**config.mk**
```make
export PLATFORM = sky130hd
export DESIGN_NAME = kdb_frame_ctrl
export DESIGN_NICKNAME = d
export VERILOG_FILES = /design/src/rtl/kdb_pkg.sv /design/src/rtl/kdb_fifo.sv /design/src/rtl/kdb_frame_ctrl.sv
export SDC_FILE = /design/constraint.sdc
export NUM_CORES = 1
export LEC_CHECK = 0
export BUFFER_PORTS_ARGS = -buffer_cell sky130_fd_sc_hd__buf_2
export CORE_MARGIN = 2
export CORE_UTILIZATION = 25
export CTS_BUF_LIST = sky130_fd_sc_hd__clkbuf_2 sky130_fd_sc_hd__clkbuf_4 sky130_fd_sc_hd__clkbuf_8
export DETAILED_ROUTE_END_ITERATION = 10
export GPL_TIMING_DRIVEN = 1
export HOLD_SLACK_MARGIN = 0.05
export PLACE_DENSITY_LB_ADDON = 0.25
export SLEW_MARGIN = 20
export SYNTH_ARGS = -nofsm -noshare
export SYNTH_HDL_FRONTEND = slang
export SYNTH_SLANG_ARGS = --single-unit
```
**constraint.sdc**
```tcl
create_clock -name clock -period 5.4 [get_ports clock]
set_input_delay 0.27 -clock clock [delete_from_list [all_inputs] [get_ports clock]]
set_output_delay 0.27 -clock clock [all_outputs]
set_load 0.1 [all_outputs]
```
**src/rtl/kdb_pkg.sv**
```systemverilog
// Shared types and constants for the PS/2 keyboard frame controller.
package kdb_pkg;

  typedef enum logic [1:0] {
    ST_IDLE,
    ST_SHIFT,
    ST_GAP
  } kdb_state_e;

  localparam int   KDB_FRAME_BITS = 11;
  localparam logic KDB_START_BIT  = 1'b0;
  localparam logic KDB_STOP_BIT   = 1'b1;

  function automatic logic kdb_odd_parity(input logic [7:0] b);
    return ~^b;
  endfunction

endpackage

```
**src/rtl/kdb_fifo.sv**
```systemverilog
// Synchronous circular FIFO; DEPTH must be a power of two.
// Push while full is dropped; push and pop together keep the count.
module kdb_fifo #(
  parameter int DEPTH = 4,
  parameter int WIDTH = 8
) (
  input  logic                   clk_i,
  input  logic                   rst_i,
  input  logic                   push_i,
  input  logic [WIDTH-1:0]       data_i,
  input  logic                   pop_i,
  output logic [WIDTH-1:0]       data_o,
  output logic                   full_o,
  output logic                   empty_o,
  output logic [$clog2(DEPTH):0] count_o
);

  localparam int AW = $clog2(DEPTH);
  localparam logic [AW:0] FULL_CNT = (AW+1)'(DEPTH);

  logic [WIDTH-1:0] mem_q [DEPTH];
  logic [AW-1:0]    wr_q, wr_d;
  logic [AW-1:0]    rd_q, rd_d;
  logic [AW:0]      cnt_q, cnt_d;
  logic             do_push, do_pop;

  assign full_o  = (cnt_q == FULL_CNT);
  assign empty_o = (cnt_q == '0);
  assign count_o = cnt_q;
  assign data_o  = mem_q[rd_q];
  assign do_push = push_i && !full_o;
  assign do_pop  = pop_i && !empty_o;

  always_comb begin
    wr_d  = wr_q;
    rd_d  = rd_q;
    cnt_d = cnt_q;
    if (do_push) wr_d = wr_q + AW'(1);
    if (do_pop)  rd_d = rd_q + AW'(1);
    unique case ({do_push, do_pop})
      2'b10:   cnt_d = cnt_q + (AW+1)'(1);
      2'b01:   cnt_d = cnt_q - (AW+1)'(1);
      default: cnt_d = cnt_q;
    endcase
  end

  always_ff @(posedge clk_i) begin
    if (rst_i) begin
      wr_q  <= '0;
      rd_q  <= '0;
      cnt_q <= '0;
    end else begin
      wr_q  <= wr_d;
      rd_q  <= rd_d;
      cnt_q <= cnt_d;
    end
  end

  always_ff @(posedge clk_i) begin
    if (do_push) mem_q[wr_q] <= data_i;
  end

endmodule

```
**src/rtl/kdb_frame_ctrl.sv**
```systemverilog
// PS/2 device-side frame controller: buffers scancodes, emits 11-bit frames.
// KDB_FIFO_EN selects a FIFO_DEPTH-entry FIFO; otherwise one holding register.
module kdb_frame_ctrl
  import kdb_pkg::*;
#(
  parameter int CLK_DIV    = 2500,
  parameter int FIFO_DEPTH = 4,
  parameter int GAP_BITS   = 2
) (
  input  logic       clock,
  input  logic       reset,
  input  logic       in_valid,
  input  logic [7:0] in_data,
  output logic       in_ready,
  output logic       ps2_clk,
  output logic       ps2_dat,
  output logic       busy
);

  localparam int PW = $clog2(CLK_DIV);
  localparam int NI = (KDB_FRAME_BITS > GAP_BITS) ? KDB_FRAME_BITS : GAP_BITS;
  localparam int IW = $clog2(NI);
  localparam logic [PW-1:0] PH_LAST  = PW'(CLK_DIV - 1);
  localparam logic [PW-1:0] PH_HALF  = PW'(CLK_DIV / 2);
  localparam logic [IW-1:0] BIT_LAST = IW'(KDB_FRAME_BITS - 1);
  localparam logic [IW-1:0] GAP_LAST = IW'(GAP_BITS - 1);

  kdb_state_e state_q, state_d;
  logic [PW-1:0] phase_q, phase_d;
  logic [IW-1:0] idx_q, idx_d;
  logic [KDB_FRAME_BITS-1:0] sh_q, sh_d;
  logic clk_q, clk_d;
  logic dat_q, dat_d;

  logic       push, pop;
  logic       buf_empty, buf_any;
  logic [7:0] buf_head;

  assign push = in_valid && in_ready;

`ifdef KDB_FIFO_EN
  logic                          fifo_full;
  logic [$clog2(FIFO_DEPTH):0]   fifo_cnt;

  kdb_fifo #(
    .DEPTH(FIFO_DEPTH),
    .WIDTH(8)
  ) u_fifo (
    .clk_i  (clock),
    .rst_i  (reset),
    .push_i (push),
    .data_i (in_data),
    .pop_i  (pop),
    .data_o (buf_head),
    .full_o (fifo_full),
    .empty_o(buf_empty),
    .count_o(fifo_cnt)
  );

  assign in_ready = !fifo_full;
  assign buf_any  = |fifo_cnt;
`else
  logic       hold_v_q, hold_v_d;
  logic [7:0] hold_q;

  assign in_ready  = !hold_v_q;
  assign buf_empty = !hold_v_q;
  assign buf_any   = hold_v_q;
  assign buf_head  = hold_q;

  // push needs an empty register and pop a full one, so they never overlap
  always_comb begin
    hold_v_d = hold_v_q;
    if (push)     hold_v_d = 1'b1;
    else if (pop) hold_v_d = 1'b0;
  end

  always_ff @(posedge clock) begin
    if (reset) begin
      hold_v_q <= 1'b0;
      hold_q   <= '0;
    end else begin
      hold_v_q <= hold_v_d;
      if (push) hold_q <= in_data;
    end
  end
`endif

  always_comb begin
    state_d = state_q;
    phase_d = phase_q;
    idx_d   = idx_q;
    sh_d    = sh_q;
    pop     = 1'b0;
    unique case (state_q)
      ST_IDLE: begin
        if (!buf_empty) begin
          pop     = 1'b1;
          sh_d    = {KDB_STOP_BIT, kdb_odd_parity(buf_head),
                     buf_head, KDB_START_BIT};
          phase_d = '0;
          idx_d   = '0;
          state_d = ST_SHIFT;
        end
      end
      ST_SHIFT: begin
        phase_d = phase_q + PW'(1);
        if (phase_q == PH_LAST) begin
          phase_d = '0;
          sh_d    = {1'b1, sh_q[KDB_FRAME_BITS-1:1]};
          if (idx_q == BIT_LAST) begin
            idx_d   = '0;
            state_d = ST_GAP;
          end else begin
            idx_d = idx_q + IW'(1);
          end
        end
      end
      ST_GAP: begin
        phase_d = phase_q + PW'(1);
        if (phase_q == PH_LAST) begin
          phase_d = '0;
          if (idx_q == GAP_LAST) begin
            idx_d   = '0;
            state_d = ST_IDLE;
          end else begin
            idx_d = idx_q + IW'(1);
          end
        end
      end
      default: state_d = ST_IDLE;
    endcase
  end

  // outputs register the next-state view so the wire tracks the counters
  always_comb begin
    clk_d = !((state_d == ST_SHIFT) && (phase_d >= PH_HALF));
    dat_d = (state_d == ST_SHIFT) ? sh_d[0] : 1'b1;
  end

  always_ff @(posedge clock) begin
    if (reset) begin
      state_q <= ST_IDLE;
      phase_q <= '0;
      idx_q   <= '0;
      sh_q    <= '1;
      clk_q   <= 1'b1;
      dat_q   <= 1'b1;
    end else begin
      state_q <= state_d;
      phase_q <= phase_d;
      idx_q   <= idx_d;
      sh_q    <= sh_d;
      clk_q   <= clk_d;
      dat_q   <= dat_d;
    end
  end

  assign ps2_clk = clk_q;
  assign ps2_dat = dat_q;
  assign busy    = (state_q != ST_IDLE) || buf_any;

endmodule

```
==> impl_results.md, run 1 <==
- Status: finished clean
- Register-to-register setup slack: ~2.8 ns
- Final max-slew violation count: 0
- Setup Buffers After CTS: 0
- Final non-filler cell total: roughly 390
- Synthesized instance count: approximately 270
- Grt total ovfl: 0
- Crit Path Class: register to register
- Met1 usage in global routing: 16.1%
- Cts hold-fix bufs: 0
- Initial core utilization: between 20% and 30%
- Layout cells sized above 1: ~14%
- Nature of the critical path endpoint: register
- Clk root buf: clkbuf_8
- Rel. slew slack: between 40 and 50%
- Largest net degree at the start of global routing: 39
- Clock Tree Buf Depth: 2
- I/O Buffers: 14
- Final Util: between 20% and 30%
- Syn Nets: roughly 290
- Worst-skew pair later-pin latency: approximately 0.30 ns
- DRC Markers: 0
- TNS Setup: 0 ns
- Routed wire length: approximately 5.2 mm
- Vias in the first global route: 1831
- Max cap viols: 0
- Post-route clock skew: approximately 0.0095 ns
- Wire length per cell: approximately 14 um
- CP max FO: 14
- CP startpoint kind: register
- H-Tree Depth: 2
- Syn Std Cell Area: ~0.0022 mm^2
- Worst-path clk slew: 0.09 ns
- ANT nets after route: 0
- Slew @ Worst Pin: 0.762 ns
- Global-route wire length before repair: about 9 mm
- Final Wtd Congestion: a little over 0.8
- Highest clock rate: between 300 and 400 MHz
- Die X: 97.4 um
- Die height: around 97 um
- Clock period minus worst slack: 2.57 ns
- Dpl hpwl: ~3.6 mm
- P per Cell Area: roughly 280 mW/mm^2
- Post-synth EDFFs: 0
- Placed insts: about 380
- PostCTS Resize Cnt: 0
- Worst VDD drop: 0.104 mV
- Syn-to-layout area delta: 12.8%
- CORE AREA: between 0.008 and 0.009 mm^2
- Mean Syn Cell Area: 8.11 um^2
- Die ar.: 0.00949 mm^2
- Antenna Cells: 0
- Ys flop type: dfxtp_1
- Class of the worst hold path: primary input to register
- # rows: 34
- Total CTS buffers: 5
- YS warnings: 0
- CP required: 5.60 ns
- Sequential share of the synthesized area: 36.7%
- Final Hold Fails: 0
- Worst Hold Slack: around 0.20 ns
- Met2 Usage GRT: between 10% and 20%
- CTS tree: done
- Asr flop ratio synth: 0%
- GRT met3 Usage: 2.81%
- Pleak: 0.000817 uW
- Vias: 1937
- First-iteration detailed-routing DRC count: around 110
- All-Layer GR Usage: between 10% and 20%
- Via-to-Cell Ratio: 5.03
- Period utilization: 47.5%
- Final setup violation count: 0
- # clock sinks: 40
- Initial antenna violation count: 0
- Ports: 15
- Synth unique cells: 48
- RSZ-0062 raised after global routing: no
- Final #Nets: just under 300
- GR peak layer: met2
- #FFs+latches synth: 40
- First drt pass iteration count: 4
- CP arrival: roughly 2.8 ns
==> routing by layer <==
metal | part of all wire [%] | wire length, um | up-vias
li1 | - | - | 995
met2 | 46 | 2390 | 45
met5 | 0 | 0 | -
met3 | 4.8 | 253 | 4
met1 | 49 | 2560 | 893
met4 | 0.57 | 30 | 0
==> cell type report <==
class	instances	area, um^2
repair buffers	15	77.6
inverters	9	33.8
clock buffers	6	82.6
fillers	965	6130
clock inverters	2	38.8
multi-input cells	205	1290
flip-flops and latches	40	801
well taps	108	135
==> synthesized netlist by cell type, types with 4 or more instances <==
cell type | instances | area (um^2)
a21oi_1 | 20 | 100
nor3_1 | 8 | 40.0
a22oi_1 | 13 | 97.6
ha_1 | 5 | 62.6
o21ai_0 | 10 | 50.1
nand2_1 | 28 | 105
nor2_1 | 29 | 109
nand3_1 | 9 | 45.0
inv_1 | 9 | 33.8
clkbuf_1 | 11 | 41.3
nand2b_1 | 7 | 43.8
nor2b_1 | 5 | 31.3
nor4_1 | 4 | 25.0
a211o_1 | 10 | 87.6
a31oi_1 | 5 | 31.3
a31o_2 | 4 | 35.0
dfxtp_1 | 40 | 801
xnor2_1 | 7 | 61.3
==> kinds of logic (layout without fill, tap and decap cells) <==
| logic type | Yosys count | after routing | share of synthesized area (%) |
|---|---|---|---|
| fa+ha+maj | 5 | 5 | 2.87 |
| simple gates | 107 | 107 | 25.7 |
| buf+inv | 24 | 32 | 4.36 |
| flops | 40 | 40 | 36.7 |
| xor+xnor | 8 | 8 | 3.21 |
| compound gates | 85 | 85 | 27.1 |
==> stage by stage <==
stage / total power, uW / worst slack, ns / instance area [um^2]
final: 686 / 2.83 / 2460
after global routing: 721 / 2.58 / 2460
after CTS: 693 / 2.55 / 2450
after detailed placement: 425 / 2.57 / 2330
after global placement: 425 / 2.61 / 2330
after floorplan: 402 / 3.23 / 2180
==> critical path: stages (launching register included) <==
cell and delay [ns]:
dfxtp_1 0.42, inv_1 0.09, ha_1 0.42, nand2b_1 0.22, a31oi_2 0.59, o21ai_1 0.15, a31o_2 0.29, a211oi_1 0.20
o21ai_1 0.09
==> power breakdown <==
group	switching, uW	internal (uW)	leakage [uW]
Sequential	10.0	308	0.000326
Clock	117	151	0.0000614
Combinational	64.5	35.0	0.000430
==> flip-flops by register name, indices dropped and copies added (netlist names) <==
name	count
phase_q	12
sh_q	11
buf_head	8
idx_q	4
state_q	2
buf_any	1
ps2_clk	1
ps2_dat	1
==> path summary, 6_finish.rpt <==
kind / start / to / cells after the start
max: state_q[1] / ps2_clk / 8
min: in_data[5] / buf_head[5] / 3
max reg2reg: state_q[1] / ps2_clk / 8
min reg2reg: sh_q[2] / sh_q[2] / 1
==> cell usage in the layout (no fill, tap or decap), types with 8 or more instances in the layout <==
cell      n
dfxtp_1  40
a211o_1  10
nand3_1   9
nand2_1  28
nor2_1   29
a22oi_1  13
inv_1     9
a21oi_1  20
nor3_1    8
buf_2    14
o21ai_0   9
No activity file was read; power rests on OpenSTA's default activity.
==> run 2, diff against run 1 <==
==> constraint.sdc (replaced) <==
create_clock -name clock -period 2.6 [get_ports clock]
set_input_delay 0.13 -clock clock [delete_from_list [all_inputs] [get_ports clock]]
set_output_delay 0.13 -clock clock [all_outputs]
set_load 0.1 [all_outputs]
==> run 2 against run 1 <==
Effect of this change: clock skew down 0.0021 ns; core utilization increased by 0.39 points; global-route usage fell by 0.19 points; final cell count up 1.3%; worst setup slack worse by 2.5 ns; sequential share of layout area down 0.44 points; routed wire length fell by 2.5%; critical path depth down 1; clock power increased by 96%; register-to-register slack worse by 2.5 ns; power is 100% higher; largest cell class unchanged.
==> impl_results.md, run 2 (same netlist as run 1, synthesis figures left out) <==
- I/O Buffers: 14
- Die height: 97.4 um
- CP arrival: ~2.5 ns
- Final setup violation count: 0
- # rows: 34
- CP max FO: 7
- Max incr delay on CP: between 0.4 and 0.5 ns
- First drt pass iteration count: 5
- Most frequent cells in the layout: dfxtp_1, nor2_1, nand2_1
- Vias: approximately 2000
- DRC Markers: 0
- All-Layer GR Usage: between 10% and 20%
- Ports: 15
- Global-route wire length before repair: about 9 mm
- Total CTS buffers: 5
- Die X: slightly below 100 um
- Clk root buf: clkbuf_8
- Largest register by flop count: phase_q
- P per Cell Area: roughly 560 mW/mm^2
- TNS Setup: 0 ns
- Dpl hpwl: ~3.7 mm
- Design area: between 0.002 and 0.0025 mm^2
- Worst VDD drop: ~0.26 mV
- H-Tree Depth: 2
- Final Util: slightly below 30%
- Most common cell after layout, fill and taps aside: dfxtp_1
- Final #Nets: 297
- Vias in the first global route: ~1900
- Via-to-Cell Ratio: roughly 5.0
- Final Wtd Congestion: ~0.82
- Highest clock rate: 437 MHz
- Slew @ Worst Pin: 0.708 ns
- Crit Path Class: register to register
- Die ar.: about 0.0095 mm^2
- Initial core utilization: 25.4%
- CP cell instances: ha_1 > nor4b_4 > nand3_2 > o41a_1 > o221ai_2 > o311a_1 > o21ai_1
- Wire length per cell: roughly 13 um
- Period utilization: between 80 and 90%
- Final Hold Fails: 0
- Placed cell area: approximately 0.0024 mm^2
- Grt total ovfl: 0
- Final max-slew violation count: 0
- RSZ-0062 raised after global routing: no
- Syn-to-layout area delta: 14.3%
- Max reg flops: 12
- Worst-skew pair later-pin latency: around 0.3 ns
- Status: finished clean
- ANT nets after route: 0
- Rel. slew slack: 52.8%
- Post-route clock skew: 0.00736 ns
- Worst-path clk slew: roughly 0.090 ns
- Layout cells sized above 1: between 10% and 20%
- Nature of the critical path endpoint: register
- Antenna Cells: 0
- CTS tree: done
- Routed wire length: ~5 mm
- Largest net degree at the start of global routing: 39
- Clock Tree Buf Depth: 2
- Pleak: between 0.0008 and 0.0009 uW
- CP startpoint kind: register
- Max cap viols: 0
- Critical path's slowest cell: o41a_1
- Worst Hold Slack: between 0.06 and 0.07 ns
- Initial antenna violation count: 0
- # clock sinks: 40
- First-iteration detailed-routing DRC count: a little over 90
- Clock period minus worst slack: about 2.3 ns
- CORE AREA: between 0.008 and 0.009 mm^2
- Class of the worst hold path: primary input to register
- CP required: approximately 2.8 ns
## run 2: changes by cell type in the layout (fill, tap and decap cells not counted), sizes merged
cell         change
buf              +4
clkbuf           -1
clkinv           -1
clkinvlp         +1
dlygate4sd3      +1
inv              +1
## run 2: stage by stage
stage               power, uW  instances  setup slack, ns
global route             1480        390           0.0711
global placement          889        381            0.257
CTS                      1430        389            0.222
finish                   1400        390            0.314
detailed placement        890        381            0.239
floorplan                 835        269            0.428
## run 2: final cells by class
class | instances | area [um^2]
clock buffers | 5 | 68.8
clock inverters | 3 | 46.3
fillers | 945 | 6100
inverters | 9 | 33.8
multi-input cells | 205 | 1290
flip-flops and latches | 40 | 801
well taps | 108 | 135
repair buffers | 20 | 118
## run 2: final timing paths
path                                  from           to  slack [ns]  depth (start not counted)
worst max-delay path            phase_q[1]      ps2_clk        0.31                          7
worst min-delay path            in_data[3]  buf_head[3]        0.07                          3
worst max register to register  phase_q[1]      ps2_clk        0.31                          7
worst min register to register    sh_q[10]     sh_q[10]        0.46                          2
## run 2: where the power goes
part	internal, uW	switching, uW
Clock	289	239
Sequential	640	20.5
Combinational	77.9	136
## run 2: what timing repair did
action | CTS | global route
buffers inserted | 0 | 0
setup endpoints to repair | 0 | 1
hold buffers | 0 | 1
resized for setup | 0 | 1
hold endpoints to repair | 0 | 1
## run 2: critical path, delay by kind of cell, from the launching register on
kind,cells,cell delay (ns)
simple gates,2,0.53
fa+ha+maj,1,0.29
flops,1,0.42
compound gates,4,0.93
## run 2: routing by layer
layer  GRT usage (%)  up-vias  wire [um]
met5               0        -          0
met4            2.78        0         44
met3            3.31        5        201
met2            18.3       32       2330
met1            14.9      899       2540
li1                -     1009          -
